**config.mk**
```make
export PLATFORM = sky130hd
export DESIGN_NAME = vector_stroke_gen_flat
export DESIGN_NICKNAME = d
export VERILOG_FILES = /design/src/rtl/vector_stroke_gen_if.sv /design/src/rtl/vector_stroke_gen.sv /design/src/flat_wrapper.sv
export SDC_FILE = /design/constraint.sdc
export NUM_CORES = 1
export LEC_CHECK = 0
export CORE_UTILIZATION = 60
export CTS_CLUSTER_SIZE = 16
export DETAILED_ROUTE_END_ITERATION = 6
export HOLD_SLACK_MARGIN = 0.06
export PLACE_DENSITY_LB_ADDON = 0.1
export SLEW_MARGIN = 20
export SYNTH_ARGS = -nofsm -noshare
export SYNTH_HDL_FRONTEND = slang
export SYNTH_SLANG_ARGS = --single-unit
```
**constraint.sdc**
```tcl
create_clock -name clk -period 4.7 [get_ports clk]
set_clock_uncertainty 0.15 [all_clocks]
set_input_delay 1.41 -clock clk [delete_from_list [all_inputs] [get_ports clk]]
set_output_delay 1.41 -clock clk [all_outputs]
set_load 0.005 [all_outputs]
```
**src/rtl/vector_stroke_gen_if.sv**
```systemverilog
// Command and beam-output bundle for the vector stroke generator.
// The master drives segment commands; the slave returns beam position and status.
`timescale 1ns/1ps

interface vector_stroke_gen_if #(
    parameter int CH_WIDTH = 8
);
    logic                cmd_valid;
    logic                cmd_ready;
    logic [CH_WIDTH-1:0] cmd_x;
    logic [CH_WIDTH-1:0] cmd_y;
    logic                cmd_beam;
    logic                cmd_jump;
    logic [CH_WIDTH-1:0] x_ch;
    logic [CH_WIDTH-1:0] y_ch;
    logic                beam;
    logic                busy;
    logic                seg_done;

    modport master (
        output cmd_valid, cmd_x, cmd_y, cmd_beam, cmd_jump,
        input  cmd_ready, x_ch, y_ch, beam, busy, seg_done
    );

    modport slave (
        input  cmd_valid, cmd_x, cmd_y, cmd_beam, cmd_jump,
        output cmd_ready, x_ch, y_ch, beam, busy, seg_done
    );
endinterface

```
**src/rtl/vector_stroke_gen.sv**
```systemverilog
// Vector display stroke generator: walks the beam from its current position to a
// commanded endpoint with Bresenham steps paced by a programmable divider.
`timescale 1ns/1ps

module vector_stroke_gen #(
    parameter int CH_WIDTH  = 8,
    parameter int DIV_WIDTH = 16
) (
    input  logic                 clk,
    input  logic                 rst,
    input  logic                 enable,
    input  logic [DIV_WIDTH-1:0] step_div,
    vector_stroke_gen_if.slave   bus
);
    localparam int EW = CH_WIDTH + 2;
    localparam logic [CH_WIDTH-1:0]  CH_ZERO  = {CH_WIDTH{1'b0}};
    localparam logic [CH_WIDTH-1:0]  CH_ONE   = {{(CH_WIDTH-1){1'b0}}, 1'b1};
    localparam logic [DIV_WIDTH-1:0] DIV_ZERO = {DIV_WIDTH{1'b0}};
    localparam logic [DIV_WIDTH-1:0] DIV_ONE  = {{(DIV_WIDTH-1){1'b0}}, 1'b1};
    localparam logic signed [EW-1:0] ERR_ZERO = {EW{1'b0}};

    typedef enum logic [1:0] {
        IDLE  = 2'd0,
        SETUP = 2'd1,
        DRAW  = 2'd2
    } state_e;

    function automatic logic signed [EW-1:0] abs_delta(
        input logic [CH_WIDTH-1:0] a,
        input logic [CH_WIDTH-1:0] b
    );
        logic [CH_WIDTH-1:0] mag;
        if (a >= b) begin
            mag = a - b;
        end else begin
            mag = b - a;
        end
        return $signed({2'b00, mag});
    endfunction

    function automatic logic [CH_WIDTH-1:0] step_coord(
        input logic [CH_WIDTH-1:0] c,
        input logic                neg
    );
        return neg ? (c - CH_ONE) : (c + CH_ONE);
    endfunction

    state_e                 state_q, state_d;
    logic [CH_WIDTH-1:0]    tgt_x_q, tgt_x_d;
    logic [CH_WIDTH-1:0]    tgt_y_q, tgt_y_d;
    logic                   jump_q, jump_d;
    logic                   beam_cmd_q, beam_cmd_d;
    logic signed [EW-1:0]   dx_q, dx_d;
    logic signed [EW-1:0]   dy_q, dy_d;
    logic signed [EW-1:0]   err_q, err_d;
    logic                   sx_neg_q, sx_neg_d;
    logic                   sy_neg_q, sy_neg_d;
    logic [DIV_WIDTH-1:0]   div_q, div_d;
    logic [CH_WIDTH-1:0]    x_q, x_d;
    logic [CH_WIDTH-1:0]    y_q, y_d;
    logic                   beam_q, beam_d;
    logic                   seg_done_q, seg_done_d;

    logic                   cmd_ready_s;
    logic                   accept_s;
    logic                   tick_s;
    logic                   at_target_s;
    logic signed [EW-1:0]   e2_s;
    logic signed [EW-1:0]   dx_mag_s;
    logic signed [EW-1:0]   dy_mag_s;

    assign cmd_ready_s = (state_q == IDLE) & enable & rst;
    assign accept_s    = bus.cmd_valid & cmd_ready_s;
    // >= rather than == so a step_div lowered below the running count ticks at once
    assign tick_s      = (div_q >= step_div);
    assign at_target_s = (x_q == tgt_x_q) && (y_q == tgt_y_q);
    assign e2_s        = {err_q[EW-2:0], 1'b0};
    assign dx_mag_s    = abs_delta(tgt_x_q, x_q);
    assign dy_mag_s    = abs_delta(tgt_y_q, y_q);

    // FSM state register
    always_ff @(posedge clk or negedge rst) begin
        if (!rst) begin
            state_q <= IDLE;
        end else begin
            state_q <= state_d;
        end
    end

    // FSM next-state decode; enable low freezes the sequence
    always_comb begin
        state_d = state_q;
        if (enable) begin
            case (state_q)
                IDLE: begin
                    if (accept_s) state_d = SETUP;
                    else          state_d = IDLE;
                end
                SETUP: begin
                    if (jump_q) state_d = IDLE;
                    else        state_d = DRAW;
                end
                DRAW: begin
                    if (tick_s && at_target_s) state_d = IDLE;
                    else                       state_d = DRAW;
                end
                default: state_d = IDLE;
            endcase
        end else begin
            state_d = state_q;
        end
    end

    // Datapath next values: command capture, line setup, divider and Bresenham step
    always_comb begin
        tgt_x_d    = tgt_x_q;
        tgt_y_d    = tgt_y_q;
        jump_d     = jump_q;
        beam_cmd_d = beam_cmd_q;
        dx_d       = dx_q;
        dy_d       = dy_q;
        err_d      = err_q;
        sx_neg_d   = sx_neg_q;
        sy_neg_d   = sy_neg_q;
        div_d      = div_q;
        x_d        = x_q;
        y_d        = y_q;
        beam_d     = beam_q;
        seg_done_d = 1'b0;
        if (enable) begin
            case (state_q)
                IDLE: begin
                    if (accept_s) begin
                        tgt_x_d    = bus.cmd_x;
                        tgt_y_d    = bus.cmd_y;
                        jump_d     = bus.cmd_jump;
                        beam_cmd_d = bus.cmd_beam;
                    end else begin
                        tgt_x_d    = tgt_x_q;
                    end
                end
                SETUP: begin
                    dx_d     = dx_mag_s;
                    dy_d     = ERR_ZERO - dy_mag_s;
                    err_d    = dx_mag_s - dy_mag_s;
                    sx_neg_d = (tgt_x_q < x_q);
                    sy_neg_d = (tgt_y_q < y_q);
                    if (jump_q) begin
                        x_d        = tgt_x_q;
                        y_d        = tgt_y_q;
                        beam_d     = 1'b0;
                        seg_done_d = 1'b1;
                    end else begin
                        beam_d = beam_cmd_q;
                        div_d  = DIV_ZERO;
                    end
                end
                DRAW: begin
                    if (!tick_s) begin
                        div_d = div_q + DIV_ONE;
                    end else if (at_target_s) begin
                        div_d      = DIV_ZERO;
                        beam_d     = 1'b0;
                        seg_done_d = 1'b1;
                    end else begin
                        div_d = DIV_ZERO;
                        if (e2_s >= dy_q) begin
                            err_d = err_d + dy_q;
                            x_d   = step_coord(x_q, sx_neg_q);
                        end else begin
                            x_d   = x_q;
                        end
                        if (e2_s <= dx_q) begin
                            err_d = err_d + dx_q;
                            y_d   = step_coord(y_q, sy_neg_q);
                        end else begin
                            y_d   = y_q;
                        end
                    end
                end
                default: begin
                    beam_d = 1'b0;
                end
            endcase
        end else begin
            seg_done_d = 1'b0;
        end
    end

    // Datapath registers
    always_ff @(posedge clk or negedge rst) begin
        if (!rst) begin
            tgt_x_q    <= CH_ZERO;
            tgt_y_q    <= CH_ZERO;
            jump_q     <= 1'b0;
            beam_cmd_q <= 1'b0;
            dx_q       <= ERR_ZERO;
            dy_q       <= ERR_ZERO;
            err_q      <= ERR_ZERO;
            sx_neg_q   <= 1'b0;
            sy_neg_q   <= 1'b0;
            div_q      <= DIV_ZERO;
            x_q        <= CH_ZERO;
            y_q        <= CH_ZERO;
            beam_q     <= 1'b0;
            seg_done_q <= 1'b0;
        end else begin
            tgt_x_q    <= tgt_x_d;
            tgt_y_q    <= tgt_y_d;
            jump_q     <= jump_d;
            beam_cmd_q <= beam_cmd_d;
            dx_q       <= dx_d;
            dy_q       <= dy_d;
            err_q      <= err_d;
            sx_neg_q   <= sx_neg_d;
            sy_neg_q   <= sy_neg_d;
            div_q      <= div_d;
            x_q        <= x_d;
            y_q        <= y_d;
            beam_q     <= beam_d;
            seg_done_q <= seg_done_d;
        end
    end

    // Output drive from registered state
    always_comb begin
        bus.cmd_ready = cmd_ready_s;
        bus.x_ch      = x_q;
        bus.y_ch      = y_q;
        bus.beam      = beam_q;
        bus.busy      = (state_q != IDLE);
        bus.seg_done  = seg_done_q;
    end

endmodule

```
**src/flat_wrapper.sv**
```systemverilog
// flat-port wrapper written by rule: the top's interface ports become plain ports
module vector_stroke_gen_flat 
#(
    parameter int CH_WIDTH  = 8,
    parameter int DIV_WIDTH = 16
)
  (clk, rst, enable, step_div, bus_cmd_valid, bus_cmd_x, bus_cmd_y, bus_cmd_beam, bus_cmd_jump, bus_cmd_ready, bus_x_ch, bus_y_ch, bus_beam, bus_busy, bus_seg_done);
  vector_stroke_gen_if #(.CH_WIDTH(CH_WIDTH)) bus_i ();
  input  logic clk;
  input  logic rst;
  input  logic enable;
  input  logic [DIV_WIDTH-1:0] step_div;
  input wire logic [$bits(bus_i.cmd_valid)-1:0] bus_cmd_valid;
  input wire logic [$bits(bus_i.cmd_x)-1:0] bus_cmd_x;
  input wire logic [$bits(bus_i.cmd_y)-1:0] bus_cmd_y;
  input wire logic [$bits(bus_i.cmd_beam)-1:0] bus_cmd_beam;
  input wire logic [$bits(bus_i.cmd_jump)-1:0] bus_cmd_jump;
  output wire logic [$bits(bus_i.cmd_ready)-1:0] bus_cmd_ready;
  output wire logic [$bits(bus_i.x_ch)-1:0] bus_x_ch;
  output wire logic [$bits(bus_i.y_ch)-1:0] bus_y_ch;
  output wire logic [$bits(bus_i.beam)-1:0] bus_beam;
  output wire logic [$bits(bus_i.busy)-1:0] bus_busy;
  output wire logic [$bits(bus_i.seg_done)-1:0] bus_seg_done;
  assign bus_i.cmd_valid = bus_cmd_valid;
  assign bus_i.cmd_x = bus_cmd_x;
  assign bus_i.cmd_y = bus_cmd_y;
  assign bus_i.cmd_beam = bus_cmd_beam;
  assign bus_i.cmd_jump = bus_cmd_jump;
  assign bus_cmd_ready = bus_i.cmd_ready;
  assign bus_x_ch = bus_i.x_ch;
  assign bus_y_ch = bus_i.y_ch;
  assign bus_beam = bus_i.beam;
  assign bus_busy = bus_i.busy;
  assign bus_seg_done = bus_i.seg_done;
  vector_stroke_gen #(.CH_WIDTH(CH_WIDTH), .DIV_WIDTH(DIV_WIDTH)) u_core (.clk(clk), .rst(rst), .enable(enable), .step_div(step_div), .bus(bus_i));
endmodule
```
== Word level (Yosys, flattened, before mapping) ==
Index checks and enable logic that the tools add are counted.
Storage, ports and cells
  bits in registers: 84
  latch bits: 0
  bits in writable memories: 0
  bits in read-only memories: 0
  input port bits: 38
  output and inout port bits: 20
  word-level logic and storage cells: 101
  memories kept: 0
Operators by class
  $add $sub $neg: 13
  multipliers: 0
  divide/modulo/power cells: 0
  $lt $le $gt $ge: 7
  equality and inequality tests: 11
  shift operators: 0
  multiplexer cells: 39
  bitwise gates (word level): 4
  reductions and logical operators: 12
Operators by type and width (number)
  two-way mux 8 bit: 12
  two-way mux 10 bit: 8
  two-way mux 16 bit: 2
  one-hot mux 16 bit (2 select lines): 1
  one-hot mux 8 bit (2 select lines): 2
  subtractor 8 bit: 4
  one-hot mux 10 bit (2 select lines): 1
  adder 16 x 1 -> 16 bit, second input constant: 1
  adder 8 x 1 -> 8 bit, second input constant: 2
  equality test 8 bit: 2
  >= comparator 16 bit: 1
  >= comparator 8 bit: 2
  less-than comparator 8 bit: 2
  subtractor 8 x 1 -> 8 bit, second input constant: 2
  AND reduction 6 bit: 2
  adder 10 bit: 1
  adder 10 x 9 -> 10 bit: 1
  >= comparator 10 bit: 1
  <= comparator 10 x 9 -> 1 bit: 1
  != test 2 x 1 -> 1 bit, second input constant: 5
  subtractor 1 x 8 -> 9 bit, first input constant: 1
  subtractor 8 x 8 -> 9 bit: 1
  two-way mux 1 bit: 8
  AND reduction 4 bit: 2
  other kinds (14): 21

== Depth between registers and ports, before layout ==
Gate-level depths: netlist (run 1).
  word-level depth: 11
  gate-level depth with buffers: 19
  gate-level depth less buffers: 18

== Worst setup path before layout (run 1) ==
No wires, ideal clock.
  kind: register to register
  start point: register u_core.x_q[1], in the netlist u_core.bus.x_ch[1]
  end point: register u_core.err_q[7]
  setup time: 0.130 ns
  data arrival time: 3.681 ns
  data required time: 4.420 ns
  slack: 0.739 ns
  cell stages (with the launch flop): 18
  path buffers: 1
  period minus slack after synthesis: 3.961 ns
  cell sequence: dfrtp_1 > inv_1 > fa_1 > a21o_1 > a211oi_4 > o21a_1 > buf_4 > mux2i_1 > inv_1 > ha_1 > nor2b_1 > o21ai_0 > a21oi_1 > o21ai_0 > a21oi_1 > or3_1 > a211oi_1 > a211oi_1
On the way
  cells in the longest elaborated chain, start to end: 4
  elaborated cells between the ends (all ways): 10
  classes of those cells: add/sub: 3; order compare: 1; eq/ne: 2; mux: 2; reduce/logical: 2
RTL lines
  start, declared: line vector_stroke_gen.sv:59  | logic [CH_WIDTH-1:0] x_q, x_d;
  start signal, assigned: line vector_stroke_gen.sv:203  | x_q <= CH_ZERO;
  start signal, assigned: line vector_stroke_gen.sv:218  | x_q <= x_d;
  subtractor 8 bit, or another cell as far along: line vector_stroke_gen.sv:36  | mag = b - a;
  two-way mux 8 bit *: line vector_stroke_gen.sv:33  | if (a >= b) begin
  net u_core.dx_mag_s[1]: line vector_stroke_gen.sv:69  | logic signed [EW-1:0] dx_mag_s;
  subtractor 8 x 8 -> 9 bit *: line vector_stroke_gen.sv:145  | err_d = dx_mag_s - dy_mag_s;
  one-hot mux 10 bit (2 select lines) *: line vector_stroke_gen.sv:131  | case (state_q)
  end signal, assigned: line vector_stroke_gen.sv:214  | err_q <= err_d;
  end, declared: line vector_stroke_gen.sv:55  | logic signed [EW-1:0] err_q, err_d;
The timed path passes the listed nets; every way through them passes the cells marked *.
A chain may end at the register's enable or synchronous reset.

== Worst setup path in the final report (run 1) ==
Same ends and word-level chain as after synthesis.

==> key figures, run 1 <==
Placed design
  • Port Buffer Count: 57
  • DP Wirelength: roughly 15,000 microns
  • GPL Wtd Cong: roughly 0.9
  • Dpl cells: about 1.1k

Clock tree
  • CTS Hold Bufs: 0
  • Clk sinks: 82
  • CTS tree: built
  • Cts bufs inserted: 9
  • Clk slew on worst S/H paths: ~0.070 ns
  • Htree depth: 3
  • Clk buf depth: 2
  • Clock tree root driver cell: clkbuf_16
  • Worst-Skew Late Latency: 0.35 ns

Timing
  • Endpoints failing setup: 0
  • Total negative slack: 0 ns
  • Achievable frequency: around 0.23 GHz
  • Slew HR: 0.296
  • RSZ-0062 raised after global routing: false
  • Final hold violations: 0
  • Max Slew Vio Count: 0
  • Final worst-path cycle share: 0.938
  • Worst-Margin Slew: 1.05 ns
  • Minimum clock period: around 4.4 ns

Synthesis
  • Number of enable flip-flop cells after synthesis: 0
  • YS warnings: 0
  • Share of synthesized registers carrying an async set or reset: 1.00
  • Mean Syn Cell Area: 9.07 sq um
  • Compound-Gate Fraction of Synth Area: 0.176
  • Syn nets: a little under 1k
  • Synth Cell Area: 7570 sq um
  • Synth Area in Adders: 0.196
  • Synth Flop Type: dfrtp_1
  • Area leader, netlist: dfrtp_1
  • Synth top area share: 0.271
  • Largest family of logic cells by synthesized area: adder cells
  • Count leader, synth: ha_1
  • Gate Count Post-Synth: 835
  • Synth cell count leaders: ha_1 (104), inv_1 (100), dfrtp_1 (82)
  • Top post-synthesis cells by area: dfrtp_1 (27%), ha_1 (17%), inv_1 (5.0%), mux2_2 (4.6%), mux2i_1 (4.2%)
  • Simple-gate portion of the synthesized area: 0.143
  • Register area share after synthesis: 0.271
  • XOR/XNOR share of the synthesized area: 0.0567
  • #FFs+latches synth: 82
  • Synth cell types: 80
  • Mux contribution to synthesized area: 0.0929

GRT
  • Vias in the first global route: 6,477
  • First-pass GRT wire length: roughly 32,000 microns
  • Overflow after GRT: 0
  • Initial antenna violation count: 0
  • Gr usage total: 0.316
  • Largest net degree at the start of global routing: 46

Routing
  • DR WL/cell: ~18 microns
  • Remaining DRCs: 0
  • Vias per cell: 6.05
  • Routed Antenna Nets: 0
  • Routed vias: approximately 6.5k
  • Final WL: about 19,000 microns
  • DRT Pass-1 Iters: 5
  • DRT iter0 DRCs: roughly 300

Layout
  • Non-Filler Instances: roughly 1.1k
  • Fill cells: 978
  • Diodes inserted: 0
  • Layout area overhead: 14.5%
  • Fin nets: approximately 1.0k
  • Layout cells sized above 1: 0.101

Floorplanning
  • Die Wd: between 100 and 150 microns
  • Die Footprint: approximately 13,000 sq um
  • Die height: about 110 microns
  • Initial Util: 0.622
  • Ports: 58
  • Core area: about 12,000 sq um
  • Row cnt: 40

Min path
  • Hold path cells: 1
  • End of the worst hold path: u_core.beam_cmd_q
  • HP Start: u_core.beam_cmd_q
  • Worst min-delay path class: reg2reg

Critical path
  • CP Max Fanout: 8
  • Reg2reg start: u_core.bus.x_ch[1]
  • CP Launch Type: flip-flop
  • Reg2Reg Setup Slack: around 0.29 ns
  • Arr. time, crit path: 4.49 ns
  • Worst reg-to-reg path cell count: 15
  • Crit Reg-Reg Endpoint: u_core.err_q[7]
  • WP data required: approximately 4.8 ns
  • Critical path class: reg2reg
  • CP Capture Type: flip-flop

Run
  • Max Cap Viol: 0

Status
  • Status: finished clean
[per-layer routing]
metal	track usage	wire length, microns	share of wire
met5	0	0	0
met1	0.407	8560	0.44
met2	0.544	9440	0.49
met3	0.0360	782	0.041
met4	0.121	497	0.026
[final cells by class]
class,instances,area (sq um),share of cell area
well taps,168,210,0.0243
flip-flops and latches,82,2050,0.237
inverters,101,379,0.0437
repair buffers,71,673,0.0777
clock buffers,10,229,0.0264
clock inverters,6,67.6,0.00780
multi-input cells,631,5050,0.583
[state kept, by name (all words and copies together) (netlist names)]
signal               flops
u_core.beam_cmd_q        1
u_core.bus.beam          1
u_core.bus.seg_done      1
u_core.bus.x_ch          8
u_core.bus.y_ch          8
u_core.div_q            16
u_core.dx_q              8
u_core.dy_q              9
u_core.err_q             9
u_core.jump_q            1
u_core.state_q           2
u_core.sx_neg_q          1
u_core.sy_neg_q          1
u_core.tgt_x_q           8
u_core.tgt_y_q           8
[worst max-delay path, stage by stage, from the launching register on]
cell	delay, ns
dfrtp_1	0.44
inv_1	0.16
fa_1	0.49
a21o_1	0.24
a211oi_4	0.33
o21a_1	0.15
buf_4	0.17
mux2i_1	0.31
a221oi_1	0.13
o221ai_1	0.23
xor2_1	0.29
ha_1	0.33
a21o_1	0.21
or3_1	0.32
a211oi_2	0.28
a211oi_1	0.07
[cells in the final DEF (no fill, tap or decap), types with 14 or more instances in the layout]
master	count
mux2_2	31
nand2_1	48
nor2_1	44
o21ai_0	33
nor3_1	14
buf_4	15
mux2i_1	30
xor2_1	19
a21o_1	14
ha_1	104
dfrtp_1	81
clkdlybuf4s50_1	56
xnor2_1	30
inv_1	100
a21oi_1	45
nand3_1	22
nor2b_1	15
[through the flow]
stage               hold slack [ns]  setup slack (ns)  utilization  cell area (sq um)
floorplan                     0.314             0.739            -               7570
global placement              0.344            0.0955        0.686               8340
detailed placement            0.354            0.0534        0.686               8340
CTS                           0.370            0.0474        0.710               8640
global route                  0.384            0.0283        0.713               8670
finish                        0.369             0.293        0.713               8670
[cell families (layout without fill, tap and decap cells)]
group                    Yosys count  in the layout
buffers and inverters            122            188
AO/OA/AOI/OAI                    195            195
multiplexers                      66             66
flip-flops                        82             82
AND/OR/NAND/NOR                  208            208
adder cells (fa/ha/maj)          113            113
XOR/XNOR                          49             49
[what timing repair did]
item | in CTS | in global routing
buffers inserted | 0 | 1
setup endpoints to repair | 0 | 4
gates resized for setup | 0 | 7
[how the worst max path moves through the flow]
stage / startpoint / slack [ns] / to
final: u_core.bus.x_ch[1] / 0.29 / u_core.err_q[7]
after global routing: u_core.bus.x_ch[1] / 0.03 / u_core.err_q[7]
after CTS: u_core.bus.x_ch[0] / 0.05 / u_core.err_q[7]
after detailed placement: u_core.bus.x_ch[0] / 0.05 / u_core.err_q[7]
after global placement: u_core.bus.x_ch[0] / 0.1 / u_core.err_q[7]
after floorplan: u_core.bus.x_ch[1] / 0.74 / u_core.err_q[7]
Power of run 1 is not shown: default switching activity piles up to over one toggle a cycle in this logic, so the estimate is an artifact.
==> run 2: changes to the inputs <==
--- a/config.mk
+++ b/config.mk
@@ -5,10 +5,11 @@
 export SDC_FILE = /design/constraint.sdc
 export NUM_CORES = 1
 export LEC_CHECK = 0
-export CORE_UTILIZATION = 60
+export CELL_PAD_IN_SITES_DETAIL_PLACEMENT = 1
+export CELL_PAD_IN_SITES_GLOBAL_PLACEMENT = 2
+export CORE_UTILIZATION = 38
 export CTS_CLUSTER_SIZE = 16
 export DETAILED_ROUTE_END_ITERATION = 6
-export HOLD_SLACK_MARGIN = 0.06
 export PLACE_DENSITY_LB_ADDON = 0.1
 export SLEW_MARGIN = 20
 export SYNTH_ARGS = -nofsm -noshare
==> constraint.sdc (replaced) <==
create_clock -name clk -period 4.7 [get_ports clk]
set_clock_uncertainty 0.15 [all_clocks]
set_input_delay 1.41 -clock clk [delete_from_list [all_inputs] [get_ports clk]]
set_output_delay 1.41 -clock clk [all_outputs]
set_load 0.02 [all_outputs]
==> key figures, run 2 (synthesis gave the netlist of run 1 again) <==
GRT
  • Met3 usage: 0.0302 (-0.00582)
  • Met1 usage: 0.287 (-0.120)
  • GR peak layer: met2
  • Overflow after GRT: 0 (unchanged)
  • Grt met2 use: 0.404 (-0.140)
  • Gr usage total: 0.227 (-0.0888)
  • Vias in the first global route: 6,903 (+6.6%)
  • First-pass GRT wire length: 35,900 microns (+12%)
  • Initial antenna violation count: 0 (unchanged)
  • Largest net degree at the start of global routing: 43 (-6.5%)

Critical path
  • CP Launch Type: flip-flop
  • CP Capture Type: flip-flop
  • Critical path class: reg2reg
  • Arr. time, crit path: 4.49 ns (about the same)
  • Reg2Reg Setup Slack: 0.30 ns (about the same)
  • Worst reg-to-reg path cell count: 16 (+1)
  • WP data required: 4.80 ns (+0.02 ns)
  • Crit Reg-Reg Endpoint: u_core.err_q[8]
  • Reg2reg start: u_core.err_q[6]
  • CP Max Fanout: 12 (+4)

Layout
  • Reg with most FFs: u_core.div_q
  • Commonest non-fill, non-tap cell in the layout: ha_1
  • Fill cells: 2,292 (+130%)
  • Layout cells sized above 1: 0.107 (+0.00583)
  • Fin nets: 1,054 (+0.67%)
  • Biggest regs: u_core.div_q (16), u_core.dy_q (9), u_core.err_q (9)
  • Most frequent cells in the layout: ha_1 (104), inv_1 (100), dfrtp_1 (82)
  • Max reg flops: 16 (unchanged)
  • Layout area overhead: 16.5%

Routing
  • DRT iter0 DRCs: 294 (+0.68%)
  • Final WL: 21,800 microns (+13%)
  • DR WL/cell: 18.6 microns (+3.0%)
  • Vias per cell: 5.41 (-11%)
  • Remaining DRCs: 0 (unchanged)
  • Routed vias: 6,354 (-1.7%)
  • DRT Pass-1 Iters: 4 (-1)
  • Routed Antenna Nets: 0 (unchanged)

Timing
  • Achievable frequency: 0.227 GHz (+0.24%)
  • Max Slew Vio Count: 0 (unchanged)
  • Worst-Margin Slew: 1.03 ns (-0.0261 ns)
  • RSZ-0062 raised after global routing: false
  • Final hold violations: 0 (unchanged)
  • Endpoints failing setup: 0 (unchanged)
  • Final setup margin: 0.303 ns (+0.0105 ns)
  • Slew HR: 0.313 (+0.0175)
  • Total negative slack: 0 ns (unchanged)
  • Minimum clock period: 4.40 ns (-0.0105 ns)
  • Min Hold Slack: 0.377 ns (+0.00796 ns)
  • Final worst-path cycle share: 0.935 (-0.00223)

Floorplanning
  • Initial Util: 0.388 (-0.235)
  • Core area: 19,500 sq um (+61%)
  • Row cnt: 51 (+28%)
  • Die Wd: 143 microns (+25%)
  • Die height: 143 microns (+25%)
  • Die Footprint: 20,500 sq um (+57%)
  • Ports: 58 (unchanged)

Clock tree
  • Post-CTS resize count: 0 (unchanged)
  • Cts bufs inserted: 9 (unchanged)
  • Clk buf depth: 2 (unchanged)
  • Clk slew on worst S/H paths: 0.07 ns (about the same)
  • Worst-Skew Late Latency: 0.36 ns (about the same)
  • CTS Hold Bufs: 0 (unchanged)
  • Post-CTS Setup Bufs: 0 (unchanged)
  • Htree depth: 3 (unchanged)
  • Clk sinks: 82 (unchanged)
  • Clock tree root driver cell: clkbuf_16
  • CTS tree: built

Run
  • Max Cap Viol: 0 (unchanged)

Min path
  • HP Start: u_core.beam_cmd_q
  • Hold path cells: 1 (unchanged)
  • End of the worst hold path: u_core.beam_cmd_q
  • Worst min-delay path class: reg2reg

Status
  • Status: finished clean

Placed design
  • DP Worst Slack: 0.0820 ns (+0.0286 ns)
  • DP Wirelength: 17,500 microns (+17%)
  • GPL Wtd Cong: 0.848 (-7.0%)
  • Port Buffer Count: 57 (unchanged)
run 2: worst max path at each step:
stage,start,to,cells past startpoint
after floorplan,u_core.bus.x_ch[1],u_core.err_q[7],17
after global placement,u_core.tgt_x_q[0],u_core.err_q[7],18
after detailed placement,u_core.bus.x_ch[1],u_core.err_q[7],16
after CTS,u_core.bus.x_ch[1],u_core.err_q[7],16
after global routing,u_core.err_q[6],u_core.err_q[8],16
final,u_core.err_q[6],u_core.err_q[8],16
run 2: area by class of cell:
class | count | area [sq um] | share of cell area
antenna | 2 | 5.00 | 0.000567
clock buffer | 10 | 239 | 0.0271
clock inverter | 6 | 50.0 | 0.00567
inverter | 101 | 379 | 0.0430
multi-input combinational | 631 | 5040 | 0.571
sequential | 82 | 2050 | 0.233
tap | 265 | 332 | 0.0376
timing repair buffer | 78 | 726 | 0.0823
run 2: metrics by stage:
| stage | utilization | instance area, sq um | cells |
|---|---|---|---|
| floorplan | - | 7570 | 835 |
| global placement | 0.436 | 8520 | 1157 |
| detailed placement | 0.436 | 8520 | 1157 |
| CTS | 0.451 | 8810 | 1173 |
| global route | 0.451 | 8820 | 1173 |
| finish | 0.452 | 8820 | 1175 |
run 2: routing by layer:
| layer | up-vias | wire length [microns] |
|---|---|---|
| li1 | 3102 | - |
| met1 | 3169 | 9970 |
| met2 | 68 | 11100 |
| met3 | 15 | 473 |
| met4 | 0 | 257 |
| met5 | - | 0 |
run 2: worst max-delay path, cell delays in order, from the launching register on:
cell       delay (ns)
dfrtp_1          0.43
ha_1             0.33
a21o_1           0.18
a2111oi_1        0.43
o22ai_1          0.25
buf_4            0.24
mux2i_1          0.12
buf_4            0.16
fa_1             0.40
nor2b_1          0.12
o21ai_0          0.13
a21boi_0         0.33
o21ai_0          0.18
a21oi_1          0.30
mux2i_1          0.25
a32oi_1          0.07
o221ai_1         0.23
Power of run 2 is left out for the same reason.
==> run 3: changes to the inputs <==
--- a/config.mk
+++ b/config.mk
@@ -11,6 +11,7 @@
 export CTS_CLUSTER_SIZE = 16
 export DETAILED_ROUTE_END_ITERATION = 6
 export PLACE_DENSITY_LB_ADDON = 0.1
+export SETUP_SLACK_MARGIN = 0.15
 export SLEW_MARGIN = 20
 export SYNTH_ARGS = -nofsm -noshare
 export SYNTH_HDL_FRONTEND = slang
==> key figures, run 3 (synthesis gave the netlist of run 1 again) <==
Timing
  • Max Slew Vio Count: 0 (unchanged)
  • Final hold violations: 0 (unchanged)
  • Endpoints failing setup: 0 (unchanged)
  • Total negative slack: 0 ns (unchanged)
  • RSZ-0062 raised after global routing: true
  • Achievable frequency: 0.234 GHz (+3.1%)
  • Minimum clock period: 4.26 ns (-0.132 ns)
  • Slew HR: 0.306 (-0.00691)
  • Final worst-path cycle share: 0.907 (-0.0281)
  • Worst-Margin Slew: 1.04 ns (+0.0103 ns)

GRT
  • Largest net degree at the start of global routing: 43 (unchanged)
  • GR peak layer: met2
  • Gr usage total: 0.227 (unchanged)
  • Met1 usage: 0.287 (about the same)
  • Overflow after GRT: 0 (unchanged)
  • First-pass GRT wire length: 35,900 microns (about the same)
  • Met3 usage: 0.0302 (unchanged)
  • Vias in the first global route: 6,902 (-0.014%)
  • Grt met2 use: 0.404 (about the same)
  • Initial antenna violation count: 0 (unchanged)

Clock tree
  • Clk slew on worst S/H paths: 0.07 ns (about the same)
  • Clk buf depth: 2 (unchanged)
  • Cts bufs inserted: 9 (unchanged)
  • Post-CTS resize count: 1 (+1)
  • Post-CTS Setup Bufs: 0 (unchanged)
  • CTS tree: built
  • Htree depth: 3 (unchanged)
  • CTS Hold Bufs: 0 (unchanged)
  • Clock tree root driver cell: clkbuf_16
  • Clk sinks: 82 (unchanged)
  • Worst-Skew Late Latency: 0.35 ns (about the same)

Floorplanning
  • Die Wd: 143 microns (unchanged)
  • Core area: 19,500 sq um (unchanged)
  • Initial Util: 0.388 (unchanged)
  • Die height: 143 microns (unchanged)
  • Row cnt: 51 (unchanged)
  • Die Footprint: 20,500 sq um (unchanged)
  • Ports: 58 (unchanged)

Critical path
  • Arr. time, crit path: 4.34 ns (-0.15 ns)
  • WP data required: 4.77 ns (-0.03 ns)
  • CP Max Fanout: 8 (-4)
  • CP Capture Type: flip-flop
  • CP Launch Type: flip-flop
  • Critical path class: reg2reg

Routing
  • Vias per cell: 5.45 (+0.71%)
  • DRT iter0 DRCs: 288 (-2.0%)
  • Remaining DRCs: 0 (unchanged)
  • Routed Antenna Nets: 0 (unchanged)
  • Final WL: 21,900 microns (+0.27%)
  • Routed vias: 6,399 (+0.71%)
  • DRT Pass-1 Iters: 5 (+1)
  • DR WL/cell: 18.6 microns (+0.27%)

Placed design
  • Port Buffer Count: 57 (unchanged)
  • DP Wirelength: 17,500 microns (unchanged)
  • GPL Wtd Cong: 0.848 (unchanged)

Layout
  • Layout area overhead: 16.8%
  • Register area: 2050 sq um (unchanged)
  • Max reg flops: 16 (unchanged)
  • Commonest non-fill, non-tap cell in the layout: ha_1
  • Biggest regs: u_core.div_q (16), u_core.dy_q (9), u_core.err_q (9)
  • Reg with most FFs: u_core.div_q
  • Fin nets: 1,054 (unchanged)
  • Most frequent cells in the layout: ha_1 (104), inv_1 (100), dfrtp_1 (82)
  • Fill cells: 2,292 (unchanged)
  • Footprint of the multi-input gates: 5060 sq um (+0.42%)
  • Layout cells sized above 1: 0.109 (+0.00220)

Status
  • Status: finished clean

Run
  • Max Cap Viol: 0 (unchanged)

Min path
  • Worst min-delay path class: reg2reg
[run 3: cell count changes in the layout (fill, tap and decap cells not counted)]
cell,change
a21oi_1,-1
a21boi_1,+2
o21ai_1,+1
mux2i_4,+1
o21a_2,-1
o21ai_0,-1
mux2i_2,-1
nor2_1,-1
a21oi_2,+1
nor2_2,+1
o21a_4,+1
a21boi_0,-2
[run 3: worst max-delay path, cell delays in order (launching register included)]
cell and delay, ns:
dfrtp_1 0.44, inv_1 0.16, fa_1 0.46, a21o_1 0.23
a211oi_4 0.36, o21a_4 0.25, mux2i_1 0.14, a221oi_1 0.36
o221ai_1 0.20, xor2_1 0.19, ha_1 0.36, a21o_1 0.20
or3_1 0.31, a211oi_1 0.25, a211oi_1 0.08
[run 3: worst paths after layout]
check / start / endpoint / slack [ns] / cells past startpoint
setup / recovery: u_core.bus.x_ch[1] / u_core.err_q[7] / 0.44 / 14
hold / removal: u_core.dy_q[3] / u_core.dy_q[3] / 0.38 / 2
setup reg to reg: u_core.bus.x_ch[1] / u_core.err_q[7] / 0.44 / 14
hold reg to reg: u_core.dy_q[3] / u_core.dy_q[3] / 0.38 / 2
max in group asynchronous: rst / u_core.sy_neg_q / 2.25 / 3
min in group asynchronous: rst / u_core.err_q[8] / 1.08 / 2
[run 3: metrics by stage]
stage / utilization / cells / setup WS [ns] / cell area (sq um) / hold WS [ns]
2_1_floorplan: - / 835 / 0.607 / 7570 / 0.314
3_3_place_gp: 0.436 / 1157 / 0.407 / 8520 / 0.341
3_5_place_dp: 0.436 / 1157 / 0.0820 / 8520 / 0.371
4_1_cts: 0.451 / 1173 / 0.190 / 8810 / 0.388
5_1_grt: 0.453 / 1173 / 0.131 / 8840 / 0.409
6_report: 0.453 / 1175 / 0.435 / 8840 / 0.377
[run 3: final cells by class]
class | instances | share of cell area
Sequential cell | 82 | 0.232
Antenna cell | 2 | 0.000566
Timing Repair Buffer | 78 | 0.0821
Inverter | 101 | 0.0429
Multi-Input combinational cell | 631 | 0.572
Clock buffer | 10 | 0.0270
Tap cell | 265 | 0.0375
Clock inverter | 6 | 0.00566
[run 3: metal layers]
layer  wire length (microns)  vias to the layer above
li1                        -                     3101
met3                     562                       23
met2                   11100                       78
met1                    9970                     3197
met4                     274                        0
met5                       0                        -
Power of run 3 is left out for the same reason.
